<file path="src/rtl/clk_gate_ctrl_if.sv">
`default_nettype none
// ============================================================================
//  Module      : clk_gate_ctrl_if
//  Description : Request/acknowledge bundle between the requesters of one
//                gated clock domain and the clock-gate controller.
//                  req_i   - per-requester clock request
//                  ack_o   - per-requester "gated clock running" grant
//                  en_o    - enable for the clock-gate cell
//                  state_o - controller state for debug
//                The master modport is the requester side; the slave modport
//                is the controller side.
//  Revision    : 1.0 - initial release
// ============================================================================
interface clk_gate_ctrl_if #(
    parameter int NUM_REQ = 2
);
    logic [NUM_REQ-1:0] req_i;
    logic [NUM_REQ-1:0] ack_o;
    logic               en_o;
    logic [1:0]         state_o;

    modport master (
        output req_i,
        input  ack_o,
        input  en_o,
        input  state_o
    );

    modport slave (
        input  req_i,
        output ack_o,
        output en_o,
        output state_o
    );
endinterface
`default_nettype wire

</file>
<file path="src/rtl/clk_gate_ctrl.sv">
`default_nettype none
// ============================================================================
//  Module      : clk_gate_ctrl
//  Description : Clock-gate controller for one gated clock domain shared by
//                NUM_REQ requesters. Opens the gate on any request, waits
//                WAKE_CYCLES before granting, and keeps the gate open for
//                IDLE_CYCLES quiet cycles before closing it again.
//  Ports       : clk_i  - ungated clock, all state on its rising edge
//                rst_i  - asynchronous active-high reset
//                bus    - slave side of clk_gate_ctrl_if
//                         (req_i in; ack_o, en_o, state_o out)
//  Revision    : 1.0 - initial release
// ============================================================================
module clk_gate_ctrl #(
    parameter int NUM_REQ     = 2,   // 1..32
    parameter int WAKE_CYCLES = 2,   // 1..255
    parameter int IDLE_CYCLES = 4    // 0..255
) (
    input  wire logic          clk_i,
    input  wire logic          rst_i,
    clk_gate_ctrl_if.slave     bus
);

    // One counter serves both WAKE and IDLE, sized for the larger load.
    localparam int c_cnt_span = (WAKE_CYCLES > IDLE_CYCLES) ? WAKE_CYCLES : IDLE_CYCLES;
    localparam int c_cnt_max  = (c_cnt_span < 2) ? 2 : c_cnt_span;
    localparam int c_cnt_w    = $clog2(c_cnt_max);

    localparam logic [c_cnt_w-1:0] c_wake_load = c_cnt_w'(WAKE_CYCLES - 1);
    localparam logic [c_cnt_w-1:0] c_idle_load = c_cnt_w'((IDLE_CYCLES > 0) ? (IDLE_CYCLES - 1) : 0);
    localparam logic [c_cnt_w-1:0] c_cnt_one   = c_cnt_w'(1);

    localparam logic [1:0] c_st_off  = 2'd0;
    localparam logic [1:0] c_st_wake = 2'd1;
    localparam logic [1:0] c_st_on   = 2'd2;
    localparam logic [1:0] c_st_idle = 2'd3;

    logic [1:0]         r_state;
    logic [c_cnt_w-1:0] r_cnt;
    logic               r_en;

    logic [1:0]         w_state_nxt;
    logic [c_cnt_w-1:0] w_cnt_nxt;
    logic [1:0]         w_quiet_target;
    logic [NUM_REQ-1:0] w_req;
    logic               w_any_req;

    assign w_req     = bus.req_i;
    assign w_any_req = |w_req;

    // With no hysteresis the gate closes straight from ON.
    generate
        if (IDLE_CYCLES == 0) begin : g_no_idle
            assign w_quiet_target = c_st_off;
        end else begin : g_idle
            assign w_quiet_target = c_st_idle;
        end
    endgenerate

    always_comb begin
        w_state_nxt = r_state;
        w_cnt_nxt   = r_cnt;
        case (r_state)
            c_st_off: begin
                if (w_any_req) begin
                    w_state_nxt = c_st_wake;
                    w_cnt_nxt   = c_wake_load;
                end
            end
            c_st_wake: begin
                // Wake runs to completion even if every request has dropped.
                if (r_cnt == '0) begin
                    w_state_nxt = c_st_on;
                end else begin
                    w_cnt_nxt = r_cnt - c_cnt_one;
                end
            end
            c_st_on: begin
                if (!w_any_req) begin
                    w_state_nxt = w_quiet_target;
                    w_cnt_nxt   = c_idle_load;
                end
            end
            c_st_idle: begin
                // Clock is still running, so a new request is granted at once.
                if (w_any_req) begin
                    w_state_nxt = c_st_on;
                end else if (r_cnt == '0) begin
                    w_state_nxt = c_st_off;
                end else begin
                    w_cnt_nxt = r_cnt - c_cnt_one;
                end
            end
            default: begin
                w_state_nxt = c_st_off;
                w_cnt_nxt   = '0;
            end
        endcase
    end

    always_ff @(posedge clk_i or posedge rst_i) begin
        if (rst_i) begin
            r_state <= c_st_off;
            r_cnt   <= '0;
            r_en    <= 1'b0;
        end else begin
            r_state <= w_state_nxt;
            r_cnt   <= w_cnt_nxt;
            r_en    <= (w_state_nxt != c_st_off);
        end
    end

    // Grants follow the live requests, but only while the clock is stable.
    assign bus.ack_o   = (r_state == c_st_on) ? w_req : '0;
    assign bus.en_o    = r_en;
    assign bus.state_o = r_state;

endmodule
`default_nettype wire

</file>
<file path="src/flat_wrapper.sv">
// flat-port wrapper written by rule: the top's interface ports become plain ports
module clk_gate_ctrl_flat 
#(
    parameter int NUM_REQ     = 2,           
    parameter int WAKE_CYCLES = 2,            
    parameter int IDLE_CYCLES = 4             
)
  (clk_i, rst_i, bus_req_i, bus_ack_o, bus_en_o, bus_state_o);
  clk_gate_ctrl_if #(.NUM_REQ(NUM_REQ)) bus_i ();
  input  wire logic clk_i;
  input  wire logic rst_i;
  input wire logic [$bits(bus_i.req_i)-1:0] bus_req_i;
  output wire logic [$bits(bus_i.ack_o)-1:0] bus_ack_o;
  output wire logic [$bits(bus_i.en_o)-1:0] bus_en_o;
  output wire logic [$bits(bus_i.state_o)-1:0] bus_state_o;
  assign bus_i.req_i = bus_req_i;
  assign bus_ack_o = bus_i.ack_o;
  assign bus_en_o = bus_i.en_o;
  assign bus_state_o = bus_i.state_o;
  clk_gate_ctrl #(.NUM_REQ(NUM_REQ), .WAKE_CYCLES(WAKE_CYCLES), .IDLE_CYCLES(IDLE_CYCLES)) u_core (.clk_i(clk_i), .rst_i(rst_i), .bus(bus_i));
endmodule
</file>
<file path="config.mk">
export PLATFORM = sky130hd
export DESIGN_NAME = clk_gate_ctrl_flat
export DESIGN_NICKNAME = d
export VERILOG_FILES = /design/src/rtl/clk_gate_ctrl_if.sv /design/src/rtl/clk_gate_ctrl.sv /design/src/flat_wrapper.sv
export SDC_FILE = /design/constraint.sdc
export NUM_CORES = 1
export LEC_CHECK = 0
export BUFFER_PORTS_ARGS = -buffer_cell sky130_fd_sc_hd__buf_4
export CORE_AREA = 8 8 45 47
export CTS_CLUSTER_DIAMETER = 100
export DETAILED_ROUTE_END_ITERATION = 16
export DIE_AREA = 0 0 53 55
export GPL_ROUTABILITY_DRIVEN = 0
export GPL_TIMING_DRIVEN = 0
export SLEW_MARGIN = 25
export SYNTH_ARGS = -nofsm -noshare
export SYNTH_HDL_FRONTEND = slang
export SYNTH_SLANG_ARGS = --single-unit
</file>
<file path="constraint.sdc">
create_clock -name clk_i -period 1.66 [get_ports clk_i]
set_input_delay 0 -clock clk_i [delete_from_list [all_inputs] [get_ports clk_i]]
set_output_delay 0 -clock clk_i [all_outputs]
set_load 0.02 [all_outputs]
</file>
# Word level (Yosys, flattened, before mapping)
# Cells that the tools add are included.
[op_classes]
eq_ne = 6
mux = 12
n_reduce_logical = 5
add_sub_neg = 1
[op_table]
columns = ["cell", "count"]
rows = [
  ["$mux W2", 10],
  ["$pmux W2 S4", 2],
  ["$eq A2 B2 Y1 const B", 2],
  ["$logic_not A2 Y1", 2],
  ["$ne A2 B2 Y1 const B", 2],
  ["$reduce_and A3 Y1", 1],
  ["$eq A2 B1 Y1 const B", 1],
  ["$ne A2 B1 Y1 const B", 1],
  ["$reduce_bool A2 Y1", 1],
  ["$reduce_or A2 Y1", 1],
  ["$sub A2 B1 Y2 const B", 1],
]
[totals]
output_inout_bits = 5
regBits = 5
word_cells = 27

# Logic depth before layout (Yosys ltp)
[logic_depth]
ltp_word = 5
depth_mapped = 5
depth_no_buf = 5

# Worst setup path after synthesis
# No wires, ideal clock.
[synth_path]
kind = "register to register"
startpoint = "register u_core.r_state[1] (netlist: u_core.bus.state_o[1])"
endpoint = "register u_core.r_cnt[0]"
setup_time_ns = 0.119
required_time_ns = 1.541
slack_ns = 0.471
period_less_slack_ns = 1.189
path_stages_with_launch = 4
t_arrival_ns = 1.070
n_path_buf = 0
path_cell_list = "dfrtp_1 o21a_1 o32a_1 o21a_1"
[synth_via]
elab_chain_len = 3
word_cells_on_any_way = 9
classes_between = "eq/ne (6); mux (1); reduce/logical (2)"
[synth_rtl]
columns = ["item", "line_no", "text"]
rows = [
  ["from (decl)", "clk_gate_ctrl.sv:38", "logic [1:0] r_state;"],
  ["from (signal assigned)", "clk_gate_ctrl.sv:103", "r_state <= c_st_off;"],
  ["from (signal assigned)", "clk_gate_ctrl.sv:107", "r_state <= w_state_nxt;"],
  ["$eq A2 B2 Y1 or $logic_not A2 Y1 (tied branches)", "clk_gate_ctrl.sv:63", "case (r_state)"],
  ["$ne A2 B2 Y1 (no source line) or $ne A2 B1 Y1 (tied branches)", "-", ""],
  ["$reduce_and A3 Y1 (no source line)", "-", ""],
  ["to (signal assigned)", "clk_gate_ctrl.sv:108", "r_cnt <= w_cnt_nxt;"],
  ["to (decl)", "clk_gate_ctrl.sv:39", "logic [c_cnt_w-1:0] r_cnt;"],
]
# Parallel ways exist; a longest one is shown, timed or not.
# A chain may end at the register's enable or synchronous reset.

# Worst setup path after layout
[layout_path]
startpoint = "register u_core.r_cnt[0]"
endpoint = "register u_core.r_cnt[0]"
[layout_via]
elab_chain_len = 4
word_cells_on_any_way = 5
classes_between = "add/sub (1); mux (3); reduce/logical (1)"
[layout_rtl]
columns = ["item", "line_no", "text"]
rows = [
  ["$sub A2 B1 Y2 or $logic_not A2 Y1 (tied branches)", "-", ""],
  ["$mux W2 *", "clk_gate_ctrl.sv:72, clk_gate_ctrl.sv:88", ""],
  ["$mux W2", "clk_gate_ctrl.sv:86", "if (w_any_req) begin"],
  ["$pmux W2 S4 *", "clk_gate_ctrl.sv:63", ""],
]
# Mark *: on every way between the ends. The rest lies on a longest branch, timed or not. The select of a mux whose other input is x is not followed.

==> impl_results.md <==
- Pwr dens: 1720 nW/um^2
- Initial Util: 20.5%
- CTS clk-pin slew, worst paths: 0.05 ns
- Synthesized area per cell: 9.47 um^2
- CTS Sinks: 5
- Root Driver: clkbuf_4
- Crit path DAT: 1.39 ns
- Met1 usage: 4.59%
- Largest net degree at the start of global routing: 11
- Peak VDD IR: 463 uV
- Final Setup Violations: 0
- TritonCTS Buffers: 3
- Req. time, crit path: 1.80 ns
- DRC viols: 0
- CTS HTree Levels: 1
- Fmax achieved: 801 MHz
- Syn. warnings: 0
- Clock Skew: 0.00556 ns
- Resize count post-CTS: 0
- Nets: 49
- Die area: 2920 um^2
- TNS Setup: 0 ns
- Antenna violations before repair: 0
- Seq pwr share: 30.5%
- Drt first pass iters: 4
- CP startpoint kind: flip-flop
- TritonCTS clock tree: built
- Max_cap viols: 0
- CP Capture Type: flip-flop
- Die H: 55 um
- Cts hold-fix bufs: 1
- Met2 Usage GRT: 7.23%
- CP Max Fanout: 6
- Via count: 262
- P&R area growth vs syn: 41.0%
- Final period util: 75.2%
- Avg WL per Cell: 10.5 um
- Total wire length: 621 um
- Sequential share of the synthesized area: 44.1%
- Vias in the first global route: 251
- Clock power frac: 21.2%
- Ant diodes: 0
- Row cnt: 14
- Library cells used by synthesis: 18
- Util after Layout: 28.9%
- GR Layer Usage met3: 3.21%
- Min-delay worst type: input port to flip-flop
- Io pins: 9
- CORE AREA: 1380 um^2
- Max Slew Vio Count: 0
- Final Power: 687 uW
- Final Hold Fails: 0
- Global-route wire length before repair: 1.03 mm
- Status: complete, no violations
- Placed standard-cell area: 364 um^2
- Mapped Nets: 35
- FF+latch count, synth: 5
- Longest Clk Path Bufs: 2
- DP Wirelength: 473 um
- Ratio of cells with drive above 1 in the final layout: 30.2%
- Die W: 53 um
- Worst-Skew Late Latency: 0.25 ns
- Crit path kind: flip-flop to flip-flop
- Crit path time final: 1.25 ns
- Routed vias/inst: 4.44
- Int Power: 416 uW
- # Post-CTS Setup Buffers: 0
- DRT iter0 DRCs: 7
- Final Cell Area: 400 um^2
- Gr usage total: 4.99%
- Worst slew pin tran: 0.234 ns
- ANT nets after route: 0
- Static leakage: 0.000192 uW
- Post-Syn Instances: 30
- RSZ-0062 raised after global routing: false
- Synthesized cell area: 284 um^2
- Grt total ovfl: 0
- Slew HR: 84.2%
- GR peak layer: met2
- Gate power share: 48.2%
- Switch Pwr: 271 uW
- Sw Share: 39.4%
- PortBufs: 8
cells in the final DEF (no fill, tap or decap):
master / instances
buf_2: 1
ha_1: 1
nor2_1: 3
and3b_1: 1
inv_1: 3
and3_1: 1
o32ai_1: 1
and4_1: 1
o21ai_0: 2
buf_4: 8
and2_1: 1
dfrtp_1: 5
dlygate4sd3_1: 1
nor3b_1: 1
clkbuf_4: 3
a21oi_1: 2
nand2_1: 2
clkbuf_1: 1
and3b_2: 1
o32a_1: 1
nor4bb_1: 1
o21a_1: 2
cells in the mapped netlist, drive strengths merged:
master  number  area [um^2]
o21a         2         15.0
buf          1         5.00
and3b        2         18.8
and4         1         8.76
o32ai        1         8.76
and3         1         6.26
dfrtp        5          125
o21ai        2         10.0
inv          3         11.3
nand2        2         7.51
nor4bb       1         10.0
and2         1         6.26
nor3b        1         7.51
o32a         1         10.0
ha           1         12.5
nor2         3         11.3
a21oi        2         10.0
per-layer routing:
metal	share of wire, %	routed length (um)
met1	38	237
met2	49	307
met3	9.2	57
met4	3.2	20
met5	0	0
state kept, by name (all words and copies together), names as in the netlist:
register            flops
u_core.bus.en_o         1
u_core.r_cnt            2
u_core.bus.state_o      2
critical path: stages (launching register included):
cell and delay (ns):
dfrtp_1 0.38, inv_1 0.05, ha_1 0.25, o32a_1 0.36, o21a_1 0.10
metrics by stage:
step	cells	setup slack, ns	hold WS, ns
3_3_place_gp	54	0.421	-0.0806
3_5_place_dp	54	0.411	-0.0759
4_1_cts	59	0.406	0.00873
6_report	59	0.411	0.0106
2_1_floorplan	30	0.471	-0.221
5_1_grt	59	0.304	0.0269
worst paths after layout:
| kind | slack [ns] | to | depth (start not counted) | from |
|---|---|---|---|---|
| worst max-delay path | 0.41 | u_core.r_cnt[0] | 4 | u_core.r_cnt[0] |
| worst min-delay path | 0.01 | u_core.bus.en_o | 3 | bus_req_i[1] |
| worst max register to register | 0.41 | u_core.r_cnt[0] | 4 | u_core.r_cnt[0] |
| worst min register to register | 0.54 | u_core.r_cnt[0] | 1 | u_core.r_cnt[0] |
| max in group asynchronous | 1.28 | u_core.bus.en_o | 3 | rst_i |
| min in group asynchronous | 0.21 | u_core.bus.state_o[1] | 3 | rst_i |
kinds of logic after synthesis:
logic type	after synthesis	share of synthesized area (%)
buffers and inverters	4	5.72
AOI/OAI and AO/OA	8	18.9
and+or+nand+nor	12	26.9
adders and majority gates	1	4.40
DFF	5	44.1
power by group through the flow:
| stage | combinational (uW) | clock (uW) | sequential, uW |
|---|---|---|---|
| detailed placement | 333 | 0 | 212 |
| CTS | 335 | 150 | 210 |
| global route | 363 | 160 | 218 |
| floorplan | 191 | 0 | 236 |
| finish | 331 | 146 | 210 |
| global placement | 327 | 0 | 210 |
cell type report:
class	count	area [um^2]
Fill cell	144	983
Multi-Input combinational cell	21	143
Sequential cell	5	125
Timing Repair Buffer	9	70.1
Clock buffer	4	26.3
Tap cell	16	20.0
Inverter	3	11.3
Buffer	1	5.00
Power figures use the tool's default switching activity.
